File: src/rtl/multi_debouncer.sv
// multi_debouncer: per-channel synchroniser + stability filter giving a clean level and a press pulse.
// Optional auto-repeat of the press pulse while held: define DEBOUNCER_AUTOREPEAT_EN.
module multi_debouncer #(
    parameter int N_CH          = 5,
    parameter int STABLE_CYCLES = 1000000,
    parameter int SYNC_STAGES   = 2,
    parameter int REPEAT_DELAY  = 50000000,
    parameter int REPEAT_PERIOD = 10000000
) (
    input  logic            clk,
    input  logic            rst,
    input  logic [N_CH-1:0] btn,
    output logic [N_CH-1:0] level,
    output logic [N_CH-1:0] en
);
    localparam int CW = (STABLE_CYCLES > 2) ? $clog2(STABLE_CYCLES) : 1;
    localparam logic [CW-1:0] CMAX = CW'(STABLE_CYCLES - 1);
    if (N_CH < 1 || STABLE_CYCLES < 2 || SYNC_STAGES < 2 || REPEAT_DELAY < 1 || REPEAT_PERIOD < 1) begin : g_bad_cfg
        $error("multi_debouncer: invalid parameters");
    end
    logic [N_CH-1:0] sync [SYNC_STAGES];
    logic [CW-1:0]   cnt  [N_CH];
    logic [N_CH-1:0] s, flip, press;
    assign s     = sync[SYNC_STAGES-1];
    assign press = flip & s;
    always_comb begin
        flip = '0;
        for (int i = 0; i < N_CH; i++)
            flip[i] = (s[i] != level[i]) && (cnt[i] == CMAX);
    end
    always_ff @(posedge clk or posedge rst) begin
        if (rst) begin
            for (int k = 0; k < SYNC_STAGES; k++) sync[k] <= '0;
        end else begin
            sync[0] <= btn;
            for (int k = 1; k < SYNC_STAGES; k++) sync[k] <= sync[k-1];
        end
    end
    // A terminal count clears the counter together with the level flip, so it never wraps.
    always_ff @(posedge clk or posedge rst) begin
        if (rst) begin
            for (int i = 0; i < N_CH; i++) cnt[i] <= '0;
            level <= '0;
        end else begin
            for (int i = 0; i < N_CH; i++)
                cnt[i] <= (s[i] == level[i] || flip[i]) ? '0 : cnt[i] + CW'(1);
            level <= level ^ flip;
        end
    end
`ifdef DEBOUNCER_AUTOREPEAT_EN
    localparam int RMAX = (REPEAT_DELAY > REPEAT_PERIOD) ? REPEAT_DELAY : REPEAT_PERIOD;
    localparam int RW   = $clog2(RMAX) + 1;
    logic [RW-1:0]   rcnt [N_CH];
    logic [N_CH-1:0] rep, fire;
    // rep selects the period threshold once the first (delayed) repeat has fired.
    always_comb begin
        fire = '0;
        for (int i = 0; i < N_CH; i++)
            fire[i] = level[i] && !flip[i] &&
                      (rcnt[i] == (rep[i] ? RW'(REPEAT_PERIOD - 1) : RW'(REPEAT_DELAY - 1)));
    end
    always_ff @(posedge clk or posedge rst) begin
        if (rst) begin
            for (int i = 0; i < N_CH; i++) rcnt[i] <= '0;
            rep <= '0;
            en  <= '0;
        end else begin
            for (int i = 0; i < N_CH; i++)
                rcnt[i] <= (!level[i] || flip[i] || fire[i]) ? '0 : rcnt[i] + RW'(1);
            rep <= level & ~flip & (rep | fire);
            en  <= press | fire;
        end
    end
`else
    always_ff @(posedge clk or posedge rst) begin
        if (rst) en <= '0;
        else     en <= press;
    end
`endif
endmodule

File: config.mk
export PLATFORM = sky130hd
export DESIGN_NAME = multi_debouncer
export DESIGN_NICKNAME = d
export VERILOG_FILES = /design/src/rtl/multi_debouncer.sv
export SDC_FILE = /design/constraint.sdc
export NUM_CORES = 1
export LEC_CHECK = 0
export ABC_AREA = 1
export BUFFER_PORTS_ARGS = -buffer_cell sky130_fd_sc_hd__clkbuf_2
export CORE_ASPECT_RATIO = 1.4
export CORE_MARGIN = 2
export CORE_UTILIZATION = 60
export CTS_CLUSTER_DIAMETER = 40
export DETAILED_ROUTE_END_ITERATION = 8
export PLACE_DENSITY_LB_ADDON = 0.3
export RECOVER_POWER = 50
export SLEW_MARGIN = 20
export SYNTH_ARGS = -nofsm -noshare
export SYNTH_HDL_FRONTEND = slang
export SYNTH_SLANG_ARGS = --single-unit
File: constraint.sdc
create_clock -name clk -period 5.06 [get_ports clk]
set_input_delay 1.518 -clock clk [delete_from_list [all_inputs] [get_ports clk]]
set_output_delay 1.518 -clock clk [all_outputs]
set_load 0.01 [all_outputs]
==> impl_metrics.yaml, run 1 <==
cts:
  ctsHtreeMaxLevel: 4
  insertion_delay_ns: 0.41
  clock-sinks: 120
  post_cts_resize_count: 0
  cts_buffer_depth: 2
  cts_tree: "yes"
  cts_buffers: 17
  clkTransAtPathRegs_ns: 0.05
  post_cts_buffers: 0
  cts-root-buf: "clkbuf_16"
  cts_hold_buf: 0
timing:
  drv_slew: 63
  fin_crit_sh: 0.612
  hold_viol: 0
  setup_slack_ns: 1.96
  rsz0062_at_grt: "false"
  setup_violations: 0
  min_period_ns: 3.10
  fin_tns_setup_ns: 0
  fin_hold_ws_ns: 0.353
  skew_ns: 0.0134
  clock.fmax_mhz: 323
  tightestPinTransition_ns: 2.54
  slew_headroom: -0.705
floorplanning:
  rows: 44
  die_y_um: 126
  dieWidth_um: 90.9
  dieArea_um2: 11400
  core_um2: 10300
  start_util: 0.613
  io_pins: 17
synthesis:
  synth_top_area_cell: "dfrtp_1"
  syn-instance-count: 810
  yosys-top-cells-area: "dfrtp_1 47%, nor2_1 12%, nand2_1 11%"
  yosys_warnings: 0
  seq_area_frac_synth: 0.473
  yosys.area.top_type_share: 0.473
  synth.avg_cell_area_um2: 7.83
  synth_seq_cells: 120
  syn-cell-area_um2: 6340
  synth_cell_types: 24
  syn_nets: 822
critical_path:
  crit_path_end: "cnt[18]"
  critPathMaxFanout: 62
  crit_path_end_kind: "asynchronous set/reset pin"
  cpMaxStageDelayCell: "clkinvlp_2"
  rr_worst_depth: 6
  reg2reg_to: "cnt[99]"
  timing.rr.start: "cnt[80]"
  critPathLaunch: "rst"
  rrSetupSlack_ns: 2.95
  cp.arrival_ns: 3.64
  critPathMaxStageDelay_ns: 1.45
  cp.required_ns: 5.61
  path_class: "in2async"
  crit_path_start_kind: "primary input"
  crit_chain: "clkbuf_1, clkinvlp_2, buf_4"
global_route:
  grt_usage: 0.242
  grt_pass1_vias: 5154
  grt_max_degree: 63
  grt_pass1_wl_um: 22500
  overflow: 0
  grt_antenna_before_repair: 0
run_status:
  violations: "capacitance limit, slew limit"
  status: "finished, violations left"
power_and_ir_drop:
  combinationalPowerShare: 0.028
  p_per_area_nw_per_um2: 302
  clock_power_share: 0.502
  net-switching-power_uw: 472
  vdd_drop_max_uv: 280
  p_seq_frac: 0.470
  power_leakage_uw: 0.00310
  swShare: 0.224
  internal_power_uw: 1630
place:
  dp_hpwl_um: 8790
  gp_congestion: 0.899
  place_ws_ns: 2.46
  port_buffers: 16
routing:
  wl_um: 12900
  viasPerCell: 5.22
  via_count: 5183
  drt-wirelength-per-cell_um: 13.0
  drt_iter0_markers: 361
  final_antenna_net_count: 0
  drc: 0
  drt_first_pass_iters: 5
final_layout:
  fillers: 893
  layout-drive-gt1-share: 0.0749
  syn_to_final_growth_pct: 9.66
  diodes: 0
  nNetsFinal: 854
worst_hold_path:
  hold_start: "sync[7]"
  hold_class: "reg2reg"
flow_run:
  cap_violations: 1
[cell type report]
cell class	count	area, um^2	area share
clock buffer	22	464	0.0667
clock inverter	9	52.6	0.00755
inverter	84	317	0.0455
multi-input combinational	601	2850	0.410
sequential	120	3000	0.432
tap	138	173	0.0248
timing repair buffer	18	93.8	0.0135
[through the flow]
stage,total power [uW],utilization,instances,area [um^2]
3_5_place_dp,1070,0.634,961,6560
2_1_floorplan,1050,-,810,6340
3_3_place_gp,1060,0.634,961,6560
6_report,2100,0.672,992,6960
5_1_grt,2170,0.672,992,6960
4_1_cts,2120,0.684,992,7070
[sequential cells by signal (all words and copies together), names as in the netlist, named ones only]
| register | cells |
|---|---|
| s | 5 |
| en | 5 |
| cnt | 100 |
| sync | 5 |
[routing by layer]
metal,vias to the layer above,global-route usage,wire length (um)
met5,-,0,0
met4,0,0.110,313
met3,29,0.0431,384
met2,115,0.445,6920
met1,2465,0.272,5250
li1,2574,-,-
[power by group through the flow]
stage / combinational [uW] / clock (uW) / sequential (uW)
6_report: 58.9 / 1060 / 989
5_1_grt: 70.5 / 1110 / 990
4_1_cts: 64.1 / 1070 / 988
3_5_place_dp: 63.2 / 0 / 1000
3_3_place_gp: 60.1 / 0 / 1000
2_1_floorplan: 50.5 / 0 / 1000
[cells in the mapped netlist]
cell type,n
nand2_4,5
buf_6,5
nor2_1,208
o21bai_1,6
nor3_1,7
nand3_2,8
nand2_2,5
nand3_4,1
nand4_1,11
dfrtp_1,120
or2_0,1
nor2_4,4
inv_1,84
ha_1,5
o21a_1,4
nand2_1,184
a21oi_1,8
nor2_2,14
nor3_2,1
nand3_1,57
xnor2_1,26
xor2_1,35
o21ai_0,8
nand3b_1,3
[worst max-delay path, delay by kind of cell]
family / cells / cell delay [ns]
buf+inv: 3 / 2.10
[how the worst min path moves through the flow]
stage / to / slack, ns / cells after the start
2_1_floorplan: s[0] / 0.33 / 0
3_3_place_gp: s[1] / 0.33 / 0
3_5_place_dp: s[2] / 0.34 / 0
4_1_cts: s[2] / 0.36 / 0
5_1_grt: s[2] / 0.36 / 0
6_report: s[2] / 0.35 / 0
[cells by family after synthesis]
family,after synthesis,synth area share
simple gates,509,0.350
flops,120,0.473
buf+inv,89,0.0586
xor+xnor,61,0.0842
compound gates,26,0.0245
fa+ha+maj,5,0.00986
[cell usage in the layout (no fill, tap or decap)]
master      instances
or2_0               1
nor2_4              1
ha_1                5
nor3_2              1
a21oi_1             8
nor3_1              7
o21bai_1            6
clkbuf_1            4
clkinvlp_4          3
nand3b_1            3
clkbuf_16          17
xnor2_1            26
clkbuf_2           15
clkinv_2            6
nor2_2             10
nand2_2             4
nand2_1           190
inv_1              83
xor2_1             35
o21ai_0             8
nand3_1            64
nand4_1            11
o21a_1              4
nand3_2             2
dfrtp_1           120
clkinvlp_2          1
buf_4               2
nor2_1            215
clkbuf_8            2
Power figures use the tool's default switching activity.
==> run 2, diff against run 1 <==
==> constraint.sdc (replaced) <==
create_clock -name clk -period 3.1 [get_ports clk]
set_input_delay 0.93 -clock clk [delete_from_list [all_inputs] [get_ports clk]]
set_output_delay 0.93 -clock clk [all_outputs]
set_load 0.01 [all_outputs]
==> impl_metrics.yaml, run 2 (same netlist as run 1, synthesis figures left out) <==
final_layout:
  layout-drive-gt1-share: 0.0843
  stdcell_area_um2: 7090
  final_cell_mix: "214 x nor2_1, 184 x nand2_1, 120 x dfrtp_1, 83 x inv_1, 62 x nand3_1"
  largest_register: "cnt"
  nNetsFinal: 854
  diodes: 0
  final_common_cell: "nor2_1"
  syn_to_final_growth_pct: 11.8
  fin_util: 0.685
  largest_reg_flops: 100
timing:
  tightestPinTransition_ns: 1.60
  clock.fmax_mhz: 524
  hold_viol: 0
  min_period_ns: 1.91
  rsz0062_at_grt: "false"
  drv_slew: 34
  skew_ns: 0.00943
  fin_hold_ws_ns: 0.345
  fin_tns_setup_ns: 0
  slew_headroom: -0.0735
  setup_violations: 0
  fin_crit_sh: 0.616
floorplanning:
  io_pins: 17
  core_um2: 10300
  die_y_um: 126
  dieWidth_um: 90.9
  dieArea_um2: 11400
  rows: 44
  start_util: 0.613
flow_run:
  cap_violations: 1
global_route:
  grt_pass1_vias: 5067
  grt_usage: 0.238
  grt_max_degree: 48
  grt_antenna_before_repair: 0
  grt_pass1_wl_um: 22000
  overflow: 0
critical_path:
  cpMaxStageDelayCell: "dfrtp_1"
  cp.arrival_ns: 0.98
  timing.rr.start: "cnt[0]"
  crit_path_start_kind: "flop"
  crit_path_end_kind: "output port"
  path_class: "reg2out"
  critPathMaxStageDelay_ns: 0.41
  crit_chain: "clkbuf_2"
  cp.required_ns: 2.17
  path_delay_family: "flip-flops"
  critPathMaxFanout: 4
  cp_num_buf_inv: 1
routing:
  drc: 0
  drt_first_pass_iters: 5
  drt-wirelength-per-cell_um: 12.6
  via_count: 5127
  final_antenna_net_count: 0
  drt_iter0_markers: 213
  viasPerCell: 5.17
  wl_um: 12500
worst_hold_path:
  hold_class: "reg2reg"
  hold_start: "sync[5]"
cts:
  cts_buffers: 17
  clkTransAtPathRegs_ns: 0.05
  cts_buffer_depth: 2
  insertion_delay_ns: 0.41
  cts_tree: "yes"
  ctsHtreeMaxLevel: 4
  post_cts_buffers: 0
  post_cts_resize_count: 0
  cts_hold_buf: 0
  cts-root-buf: "clkbuf_16"
  clock-sinks: 120
place:
  dp_hpwl_um: 8690
  gp_congestion: 0.938
  placed_cell_area_um2: 6580
  port_buffers: 16
power_and_ir_drop:
  vdd_drop_max_uv: 403
  power_leakage_uw: 0.00314
  p_per_area_nw_per_um2: 507
run_status:
  status: "finished, violations left"
  violations: "capacitance limit, slew limit"
## run 2: cell count changes in the layout (fill, tap and decap cells not counted), sizes merged
cell / change
clkinv: -1
bufinv: +2
clkinvlp: -1
## run 2: worst paths after layout
| check | endpoint | slack (ns) | depth (start not counted) |
|---|---|---|---|
| worst max register to register | cnt[14] | 1.37 | 6 |
| worst min-delay path | s[0] | 0.34 | 0 |
| max in group asynchronous | cnt[55] | 1.36 | 3 |
| min in group asynchronous | cnt[87] | 0.88 | 2 |
| worst max-delay path | level[0] | 1.19 | 1 |
| worst min register to register | s[0] | 0.34 | 0 |
## run 2: final cells by class
| type | count | area [um^2] |
|---|---|---|
| fill | 873 | 3260 |
| sequential | 120 | 3000 |
| multi-input combinational | 601 | 2920 |
| clock buffer | 22 | 464 |
| inverter | 84 | 317 |
| tap | 138 | 173 |
| timing repair buffer | 18 | 118 |
| clock inverter | 9 | 100 |
## run 2: stage by stage
stage | total power, uW | setup slack [ns] | cells
floorplan | 1720 | 0.701 | 810
global placement | 1740 | 1.32 | 961
detailed placement | 1750 | 1.30 | 961
CTS | 3630 | 1.18 | 992
global route | 3710 | 1.11 | 992
finish | 3600 | 1.19 | 992
## run 2: routing by layer
metal,routed length (um),share of wire,GRT usage,vias up
li1,-,-,-,2573
met3,397,0.032,0.0580,29
met5,0,0,0,-
met2,6630,0.53,0.431,85
met4,325,0.026,0.0980,0
met1,5180,0.41,0.269,2440
## run 2: where the power goes
part           internal, uW  switching, uW  total (uW)
combinational          30.5           73.6         104
sequential             1590           22.5        1610
clock                  1210            670        1880
==> run 3, diff against run 2 <==
==> constraint.sdc (replaced) <==
create_clock -name clk -period 1.8 [get_ports clk]
set_input_delay 0.54 -clock clk [delete_from_list [all_inputs] [get_ports clk]]
set_output_delay 0.54 -clock clk [all_outputs]
set_load 0.01 [all_outputs]
==> impl_metrics.yaml, run 3 (same netlist as run 1, synthesis figures left out) <==
global_route:
  grt_usage: 0.240
  grt_max_degree: 72
  grt_pass1_vias: 5158
  grt_pass1_wl_um: 22200
  grt_antenna_before_repair: 0
  overflow: 0
power_and_ir_drop:
  clock_power_share: 0.535
  combinationalPowerShare: 0.027
  internal_power_uw: 5050
  swShare: 0.204
  net-switching-power_uw: 1290
  p_seq_frac: 0.438
  power_uw: 6340
  power_leakage_uw: 0.00315
  vdd_drop_max_uv: 712
  p_per_area_nw_per_um2: 887
final_layout:
  diodes: 0
  syn_to_final_growth_pct: 12.7
  layout-drive-gt1-share: 0.101
  largest_register: "cnt"
  final_cell_mix: "208 x nor2_1, 184 x nand2_1, 120 x dfrtp_1, 83 x inv_1, 57 x nand3_1"
  stdcell_area_um2: 7150
  largest_reg_flops: 100
  fillers: 838
  nNetsFinal: 854
  final_common_cell: "nor2_1"
routing:
  final_antenna_net_count: 0
  drt_iter0_markers: 363
  drt-met1-wl_um: 5180
  viasPerCell: 5.15
  drt_first_pass_iters: 5
  drt-wirelength-per-cell_um: 12.7
  via_count: 5108
  met2_length_um: 6680
  drc: 0
  wl_met3_um: 418
  wl_um: 12600
  top_layer: "met4"
timing:
  clock.fmax_mhz: 648
  min_period_ns: 1.54
  rsz0062_at_grt: "false"
  fin_hold_ws_ns: 0.231
  tightestPinTransition_ns: 1.18
  hold_viol: 0
  fin_tns_setup_ns: 0
  slew_headroom: 0.212
  fin_crit_sh: 0.857
  drv_slew: 0
  skew_ns: 0.00766
  setup_violations: 0
  setup_slack_ns: 0.258
cts:
  cts_hold_buf: 0
  clkTransAtPathRegs_ns: 0.05
  clock-sinks: 120
  cts_buffer_depth: 2
  cts_buffers: 17
  post_cts_buffers: 0
  post_cts_resize_count: 0
  cts_tree: "yes"
  insertion_delay_ns: 0.41
  ctsHtreeMaxLevel: 4
  cts-root-buf: "clkbuf_16"
critical_path:
  critPathMaxStageDelay_ns: 0.42
  cp_num_buf_inv: 0
  critPathMaxFanout: 19
  crit_path_end_kind: "flop"
  crit_path_start_kind: "flop"
  path_class: "reg2reg"
  cpMaxStageDelayCell: "dfrtp_1"
  crit_chain: "ha_1, nand3_2, nor2_4, nand3_2, nand2_4, nor2_1"
  timing.rr.start: "cnt[0]"
  cp.arrival_ns: 1.83
  cp.required_ns: 2.09
  path_delay_family: "simple AND/OR/NAND/NOR gates"
  critPathLaunch: "cnt[0]"
  crit_path_frequent_cell: "nand3_2"
floorplanning:
  die_y_um: 126
  rows: 44
  dieWidth_um: 90.9
  start_util: 0.613
  dieArea_um2: 11400
  core_um2: 10300
  io_pins: 17
place:
  gp_congestion: 0.921
  place_ws_ns: 0.271
  port_buffers: 16
  dp_hpwl_um: 8570
  placed_cell_area_um2: 6580
worst_hold_path:
  hold_class: "in2reg"
  hold_start: "btn[1]"
run_status:
  status: "finished clean"
flow_run:
  cap_violations: 0
## run 3: worst register-to-register path: cells and delay by family (launching register included)
family | cells | cell delay, ns
adder cells (fa/ha/maj) | 1 | 0.26
flip-flops | 1 | 0.42
AND/OR/NAND/NOR | 5 | 0.75
## run 3: final timing paths
path / to / slack (ns) / depth (start not counted)
setup / recovery: cnt[11] / 0.26 / 6
hold / removal: sync[6] / 0.23 / 1
setup reg to reg: cnt[11] / 0.26 / 6
hold reg to reg: s[2] / 0.35 / 0
max in group asynchronous: s[3] / 0.53 / 3
min in group asynchronous: s[0] / 0.46 / 3
## run 3: power by group through the flow
stage | clock [uW] | combinational, uW | sequential, uW
detailed placement | 0 | 185 | 2820
global route | 3560 | 201 | 2780
finish | 3390 | 170 | 2780
CTS | 3440 | 186 | 2780
floorplan | 0 | 142 | 2810
global placement | 0 | 177 | 2820
## run 3: through the flow
| step | utilization | instances |
|---|---|---|
| finish | 0.691 | 992 |
| global route | 0.691 | 992 |
| CTS | 0.694 | 992 |
| detailed placement | 0.636 | 961 |
| global placement | 0.636 | 961 |
| floorplan | - | 810 |
## run 3: layout make-up
class	instances	area [um^2]	share of cell area
inverters	84	317	0.0443
multi-input cells	601	2970	0.415
repair buffers	18	92.6	0.0129
flip-flops and latches	120	3000	0.420
well taps	138	173	0.0241
clock buffers	22	474	0.0663
clock inverters	9	123	0.0171
## run 3: layer usage
| metal | up-vias | global-route usage |
|---|---|---|
| met5 | - | 0 |
| met1 | 2383 | 0.276 |
| li1 | 2577 | - |
| met4 | 0 | 0.112 |
| met3 | 31 | 0.0550 |
| met2 | 117 | 0.425 |
